File: config.mk
export PLATFORM = sky130hd
export DESIGN_NAME = div_iter_unit
export DESIGN_NICKNAME = d
export VERILOG_FILES = /design/src/rtl/div_iter_pkg.sv /design/src/rtl/div_step.sv /design/src/rtl/div_iter_unit.sv
export SDC_FILE = /design/constraint.sdc
export NUM_CORES = 1
export LEC_CHECK = 0
export ABC_AREA = 1
export ABC_CLOCK_PERIOD_IN_PS = 4150
export CORE_MARGIN = 3
export CORE_UTILIZATION = 35
export CTS_BUF_LIST = sky130_fd_sc_hd__clkbuf_4
export DETAILED_ROUTE_END_ITERATION = 10
export SYNTH_ARGS = -nofsm -noshare
export SYNTH_HDL_FRONTEND = slang
export SYNTH_SLANG_ARGS = --single-unit
File: constraint.sdc
create_clock -name clk -period 4.15 [get_ports clk]
set_input_delay 1.0375 -clock clk [delete_from_list [all_inputs] [get_ports clk]]
set_output_delay 1.0375 -clock clk [all_outputs]
set_load 0.03 [all_outputs]
File: src/rtl/div_iter_pkg.sv
// Shared definitions for the iterative divider: op encodings, FSM state type
// and the default data width.
package div_iter_pkg;

   localparam int XLEN_DEF = 32;

   // op[0] selects unsigned, op[1] selects remainder
   localparam logic [1:0] OP_DIV  = 2'b00;
   localparam logic [1:0] OP_DIVU = 2'b01;
   localparam logic [1:0] OP_REM  = 2'b10;
   localparam logic [1:0] OP_REMU = 2'b11;

   typedef enum logic [1:0] {
      ST_IDLE = 2'd0,
      ST_CALC = 2'd1,
      ST_FIX  = 2'd2,
      ST_DONE = 2'd3
   } state_e;

endpackage

File: src/rtl/div_step.sv
// One restoring-division step: shift {rem,quo} left and subtract the divisor
// when the shifted remainder covers it.
module div_step #(
   parameter int XLEN = 32
) (
   input  logic [XLEN-1:0] rem_i,
   input  logic [XLEN-1:0] quo_i,
   input  logic [XLEN-1:0] divisor_i,
   output logic [XLEN-1:0] rem_o,
   output logic [XLEN-1:0] quo_o
);

   logic [XLEN:0] shifted;
   logic [XLEN:0] diff;
   logic          ge;

   assign shifted = {rem_i, quo_i[XLEN-1]};
   assign diff    = shifted - {1'b0, divisor_i};

   // rem_i < divisor_i always holds, so shifted < 2*divisor and the top bit
   // of the difference is exactly the borrow.
   assign ge    = ~diff[XLEN];
   assign rem_o = ge ? diff[XLEN-1:0] : shifted[XLEN-1:0];
   assign quo_o = {quo_i[XLEN-2:0], ge};

endmodule

File: src/rtl/div_iter_unit.sv
// Multi-cycle RV-style divider (DIV/DIVU/REM/REMU): one quotient bit per cycle,
// then a sign fix-up cycle, with early-out for divide-by-zero and overflow.
module div_iter_unit
   import div_iter_pkg::*;
#(
   parameter int XLEN  = XLEN_DEF,
   parameter int ITERS = XLEN
) (
   input  logic            clk,
   input  logic            resetn,
   input  logic            start,
   input  logic [1:0]      op,
   input  logic [XLEN-1:0] rs1,
   input  logic [XLEN-1:0] rs2,
   input  logic            flush,
   output logic            busy,
   output logic            div_stall,
   output logic            done,
   output logic [XLEN-1:0] result
);

   localparam int CW = $clog2(ITERS + 1);
   localparam logic [XLEN-1:0] INT_MIN = {1'b1, {(XLEN-1){1'b0}}};

   state_e          state_q, state_d;
   logic [CW-1:0]   count_q, count_d;
   logic [XLEN-1:0] rem_q, rem_d;
   logic [XLEN-1:0] quo_q, quo_d;
   logic [XLEN-1:0] dvsr_q, dvsr_d;
   logic [XLEN-1:0] result_q, result_d;
   logic [1:0]      op_q, op_d;
   logic            neg_a_q, neg_a_d;
   logic            neg_b_q, neg_b_d;

   logic            in_signed;
   logic            in_neg_a;
   logic            in_neg_b;
   logic [XLEN-1:0] step_rem;
   logic [XLEN-1:0] step_quo;
   logic [XLEN-1:0] quo_fix;
   logic [XLEN-1:0] rem_fix;

   div_step #(.XLEN(XLEN)) u_step (
      .rem_i     (rem_q),
      .quo_i     (quo_q),
      .divisor_i (dvsr_q),
      .rem_o     (step_rem),
      .quo_o     (step_quo)
   );

   assign in_signed = ~op[0];
   assign in_neg_a  = in_signed & rs1[XLEN-1];
   assign in_neg_b  = in_signed & rs2[XLEN-1];

   assign quo_fix = (neg_a_q ^ neg_b_q) ? -quo_q : quo_q;
   assign rem_fix = neg_a_q ? -rem_q : rem_q;

   // NOTE: every always_comb output gets a default first so no path leaves it
   // unassigned, which would otherwise infer a latch.
   always_comb begin
      state_d  = state_q;
      count_d  = count_q;
      rem_d    = rem_q;
      quo_d    = quo_q;
      dvsr_d   = dvsr_q;
      result_d = result_q;
      op_d     = op_q;
      neg_a_d  = neg_a_q;
      neg_b_d  = neg_b_q;

      case (state_q)
         ST_IDLE: begin
            if (start) begin
               op_d    = op;
               neg_a_d = in_neg_a;
               neg_b_d = in_neg_b;
               if (rs2 == '0) begin
                  result_d = op[1] ? rs1 : '1;
                  state_d  = ST_DONE;
               end else if (in_signed && rs1 == INT_MIN && rs2 == '1) begin
                  result_d = op[1] ? '0 : INT_MIN;
                  state_d  = ST_DONE;
               end else begin
                  rem_d   = '0;
                  quo_d   = in_neg_a ? -rs1 : rs1;
                  dvsr_d  = in_neg_b ? -rs2 : rs2;
                  count_d = CW'(ITERS - 1);
                  state_d = ST_CALC;
               end
            end
         end
         ST_CALC: begin
            rem_d = step_rem;
            quo_d = step_quo;
            if (count_q == '0) state_d = ST_FIX;
            else               count_d = count_q - 1'b1;
         end
         ST_FIX: begin
            result_d = op_q[1] ? rem_fix : quo_fix;
            state_d  = ST_DONE;
         end
         ST_DONE: state_d = ST_IDLE;
         default: state_d = ST_IDLE;
      endcase

      // Abandon wins over everything, including a same-cycle start.
      if (flush) begin
         state_d  = ST_IDLE;
         result_d = result_q;
      end
   end

   // NOTE: the datapath registers are reset along with the control state so
   // that result reads as zero straight out of reset, not just the FSM.
   always_ff @(posedge clk or negedge resetn) begin
      if (!resetn) begin
         state_q  <= ST_IDLE;
         count_q  <= '0;
         rem_q    <= '0;
         quo_q    <= '0;
         dvsr_q   <= '0;
         result_q <= '0;
         op_q     <= OP_DIV;
         neg_a_q  <= 1'b0;
         neg_b_q  <= 1'b0;
      end else begin
         // NOTE: non-blocking updates so every register samples pre-edge values.
         state_q  <= state_d;
         count_q  <= count_d;
         rem_q    <= rem_d;
         quo_q    <= quo_d;
         dvsr_q   <= dvsr_d;
         result_q <= result_d;
         op_q     <= op_d;
         neg_a_q  <= neg_a_d;
         neg_b_q  <= neg_b_d;
      end
   end

   assign busy      = (state_q == ST_CALC) || (state_q == ST_FIX);
   assign div_stall = (start && (state_q == ST_IDLE)) || busy;
   assign done      = (state_q == ST_DONE);
   assign result    = result_q;

endmodule

Word-level counts from Yosys, hierarchy flattened --
Cells that the tools add are included.
Word-level totals: register bits 140, input bits 70, output and inout port bits 35
Cells by class: reductions and logical operators 16, muxes and demuxes 31, $add $sub $neg 6, equal/unequal tests 12, bitwise operators 8
Operators with widths (count):
- 2-to-1 mux 32 bit | 17
- one-hot mux 32 bit (2 select lines) | 3
- negation 32 bit | 4
- equality test 32 bit (second input constant) | 2
- subtractor 33 x 32 -> 33 bit | 1
- zero test 32 bit | 1
- 2-to-1 mux 6 bit | 4
- one-hot mux 6 bit (2 select lines) | 1
- AND reduction 4 bit | 3
- 2-to-1 mux 2 bit | 5
- != test 3 bit (second input constant) | 3
- != test 2 bit (second input constant) | 4
- one-hot mux 2 bit (4 select lines) | 1
- zero test 6 bit | 1
- subtractor 6 x 1 -> 6 bit (second input constant) | 1
- NOT 1 bit | 5
- AND reduction 5 bit | 1
- equality test 2 bit (second input constant) | 2
- AND reduction 2 bit | 2
- nonzero test 2 bit | 2
- logical AND 1 bit | 3
- bitwise AND 1 bit | 2
- equality test 2 x 1 -> 1 bit (second input constant) | 1
- zero test 2 bit | 1
- 2 further kinds | 3

Longest topological paths before layout --
depth in word-level cells 8, gate-level depth with buffers 18, gate-level depth less buffers 18

By module --
A second synthesis with hierarchy kept.
Second synthesis, totals: cell total of the unflattened synthesis 2389, area, all modules 13974.7 µm²
By module, submodules not included:
- div_iter_unit | area each 10583.9 µm², sequential area each 3478.3 µm², times used 1, cells an instance 1677
- div_step | area each 3390.8 µm², sequential area each 0.0 µm², times used 1, cells an instance 712

Worst setup path after synthesis --
No wires, ideal clock.
kind input-to-reg, start input rs2[0], end register result_q[12], in the netlist result[12], path buffers 1, setup time 0.065 ns, path slack 1.579 ns, arrival time 2.505 ns, required time 4.085 ns, cell stages on the path 11, cells stage by stage inv_1 ha_1 nand3_1 nor2_2 nand4_1 nor3_4 nand3_1 buf_6 o21ai_0 nand2_1 nand2_1
Between the ends: longest elaborated chain between the ends 4, elaborated cells on any way between the ends 8, classes of those cells 2 x eq/ne; 3 x mux; 3 x reduce/logical
Ends and longest elaborated chain:
- from (decl) | RTL line div_iter_unit.sv:14 | input logic [XLEN-1:0] rs2,
- equality test 32 bit / zero test 32 bit (equally long branches) | RTL line div_iter_unit.sv:80, div_iter_unit.sv:77
- logical AND 1 bit / 2-to-1 mux 32 bit (equally long branches) | RTL line div_iter_unit.sv:80, div_iter_unit.sv:77
- != test 3 bit (no line) / 2-to-1 mux 32 bit (equally long branches)
- AND reduction 4 bit (no line) / one-hot mux 32 bit (2 select lines) (equally long branches)
- to (signal assigned) | RTL line div_iter_unit.sv:133 | result_q <= result_d;
- to (decl) | RTL line div_iter_unit.sv:30 | logic [XLEN-1:0] result_q, result_d;
Several ways; a longest one is shown, not always the timed one. The select of a mux whose other input is x is not followed. A chain may end at the register's enable or synchronous reset.

Worst setup path in the final report --
start input start, end output div_stall
Between the ends: longest elaborated chain between the ends 2
Ends and longest elaborated chain:
- from (decl) | RTL line div_iter_unit.sv:11 | input logic start,
- logical AND 1 bit | RTL line div_iter_unit.sv:141 | assign div_stall = (start && (state_q == ST_IDLE)) || busy;
- logical OR 1 bit | RTL line div_iter_unit.sv:141
- to (decl) | RTL line div_iter_unit.sv:17 | output logic div_stall,
Every way passes these cells.

==> results by group <==
Outcome
  – Outcome: complete, no violations

STA
  – Endpoints failing setup: 0
  – Final setup margin: between 0.6 and 0.7 ns
  – Slew @ Worst Pin: between 0.8 and 0.9 ns
  – Fin Setup TNS: 0 ns
  – Final min period: ~3.5 ns
  – Setup repair after global routing missed its margin: false
  – Fmax: about 280 MHz
  – Rel. slew slack: 42.2%
  – Hold Vio Cnt, Final: 0
  – Max-slew violations: 0
  – Final period utilization: between 80% and 90%
  – Final Skew: between 0.02 and 0.025 ns

Route
  – Routed WL per cell: 17.1 um
  – Vias: between 10000 and 15000
  – Drt total wl: roughly 50000 um
  – DRC: 0
  – Post-DRT Antenna Nets: 0
  – Via density: roughly 5.2
  – First-pass iteration count of the detailed router: 5
  – Initial DRC count: between 1000 and 1500

Final layout
  – Most frequent cells in the layout: 885 x nand2_1, 287 x inv_1, 232 x nand3_1, 229 x nor2_1, 147 x o21ai_0
  – Total Nets Final: between 2000 and 2500
  – Final core occ: around 41%
  – Register Area: around 3500 sq um
  – Ratio of cells with drive above 1 in the final layout: 3.43%
  – Area of the multi-input gates: between 8000 and 9000 sq um
  – Post-Layout Cell Count: roughly 2900
  – Fillers: around 4100
  – Most common cell after layout, fill and taps aside: nand2_1
  – Area overhead of the layout relative to synthesis: 14.2%
  – Design Area, Final: between 15000 and 20000 sq um

Clocking
  – CTS resizes: 0
  – Worst-Skew Late Latency: 0.61 ns
  – # Post-CTS Setup Buffers: 0
  – Clock Path Buffers: 2
  – TritonCTS clock tree: done
  – Clock root cell: clkbuf_4
  – H-tree levels: 4
  – CTS Buf Count: 17
  – CTS Sinks: between 100 and 150
  – # hold bufs at CTS: 0
  – Clock transition at path regs: between 0.1 and 0.15 ns

Critical path
  – Critical path launch point type: input pin
  – CP Max Fanout: 8
  – Reg2reg end: rem_q[3]$_DFFE_PN0P_
  – CP Class: in -> out
  – R2r setup slk: ~1.2 ns
  – Crit. End Element: primary output
  – Critical Path AT: between 2 and 3 ns
  – Reg2reg start: quo_q[31]$_DFFE_PN0P_
  – Reg2Reg Depth: 18
  – Worst EP required: a little over 3 ns

Synth
  – Syn Area/Cell: about 5.8 sq um
  – Main synth FF type: dfrtp_1
  – Sequential-to-total area share from yosys stat: a little over a quarter
  – Netlist cell types: between 40 and 50
  – EDFF count, synth: 0
  – Synth Instances: around 2300
  – Synth Cell Area: roughly 13000 sq um
  – Yosys warnings: 0
  – Fraction of registers with async set/reset: 100%
  – Register bit total from synthesis: between 100 and 150
  – Synthesized Nets: roughly 2400

Place
  – Dpl ws: between 0.3 and 0.4 ns
  – DPL Wire Length: ~40000 um
  – Cells after DPL: approximately 2900
  – DP Area: approximately 15000 sq um
  – IO buf count: 104
  – Gpl congestion: about 0.95

Floorplan
  – IO Pins: between 100 and 150
  – Core ar.: between 30000 and 40000 sq um
  – Die Y: 201 um
  – Row cnt: 70
  – Initial Utilization: 36.0%
  – Die area: around 40000 sq um
  – Die Width: around 200 um

GRT
  – M1 GR Usage: between 30% and 40%
  – Largest net degree at the start of global routing: 76
  – GRT Util Overall: between 20% and 30%
  – Top Usage Layer GRT: met2
  – Overflow after GRT: 0
  – Met2 Use GR: ~36%
  – Initial antenna violation count: 1
  – Vias in the first global route: ~14000
  – Grt met3 use: around 3.4%
  – Global-route wire length before repair: ~77000 um

Power and ir drop
  – Power Density: 531 nW/um^2
  – Seq pwr share: 27.4%
  – Internal power: between 3 and 4 mW
  – Logic pwr share: 59.8%
  – Switching share of total power: between 50% and 60%
  – Clock share of power: 12.8%
  – P_sw: about 4.3 mW
  – Leak: approximately 8.0 nW
  – Worst VDD drop: a little over 0.4 mV

Worst hold path
  – Min-delay worst type: in -> async

Run
  – Max-Cap Viols: 0
synthesized netlist by cell type (12+ instances only):
master    count  area, sq um
a21oi_1      61          305
buf_2        20          100
clkbuf_1     33          124
dfrtp_1     139         3480
ha_1         43          538
inv_1       287         1080
nand2_1     885         3320
nand3_1     232         1160
nand3b_1     13         97.6
nand4_1      39          244
nor2_1      229          860
nor3_1       25          125
o211ai_1     12         90.1
o21ai_0     147          736
xnor2_1      20          175
xor2_1       42          368
metrics by stage:
stage	hold WS (ns)	total power, mW
5_1_grt	0.460	8.77
4_1_cts	0.465	8.05
2_1_floorplan	0.449	5.40
3_3_place_gp	0.467	6.95
6_report	0.427	8.08
3_5_place_dp	0.470	7.00
cell families after synthesis:
logic type,after synthesis,share of synthesized area [%]
and+or+nand+nor,1458,45.6
buffers and inverters,363,10.8
AOI/OAI and AO/OA,235,9.28
DFF,139,26.1
xor gates and xnor gates,62,4.08
adders and majority gates,44,4.19
power by group through the flow:
stage	combinational (mW)	clock (mW)	sequential, mW
6_report	4.83	1.04	2.21
5_1_grt	5.39	1.11	2.27
4_1_cts	4.78	1.06	2.20
3_5_place_dp	4.77	0	2.23
3_3_place_gp	4.72	0	2.22
2_1_floorplan	3.10	0	2.31
worst max-delay path: stages:
cell and delay (ns):
clkdlybuf4s50_1 0.49, nand2_1 0.18, nand2_1 0.12, clkdlybuf4s50_1 0.68
final cells by class:
class / instances / share of cell area [%]
clock buffer: 19 / 0.938
inverter: 293 / 7.23
clock inverter: 12 / 1.13
multi-input combinational: 1799 / 55.3
antenna: 3 / 0.0493
sequential: 139 / 22.9
tap: 504 / 4.15
timing repair buffer: 129 / 8.33
routing by layer:
metal	routed length (um)	up-vias
li1	-	7447
met1	24000	6934
met2	21600	516
met3	3290	36
met4	743	0
met5	0	-
registers in the layout, indices dropped and copies added (netlist names):
| register | count |
|---|---|
| neg_b_q | 1 |
| count_q | 6 |
| dvsr_q | 32 |
| result | 32 |
| quo_q | 32 |
| state_q | 2 |
| op_q | 1 |
| neg_a_q | 1 |
| rem_q | 32 |
how the worst max path moves through the flow:
stage | startpoint | to | depth (start not counted)
finish | start | div_stall | 4
global route | state_q[1]$_DFFE_PN0P_ | div_stall | 5
CTS | state_q[0]$_DFFE_PN0P_ | div_stall | 5
detailed placement | rs2[0] | result[14]$_DFFE_PN0P_ | 11
global placement | rs1[23] | result[26]$_DFFE_PN0P_ | 13
floorplan | rs2[0] | result[12]$_DFFE_PN0P_ | 11
Power figures use the tool's default switching activity.
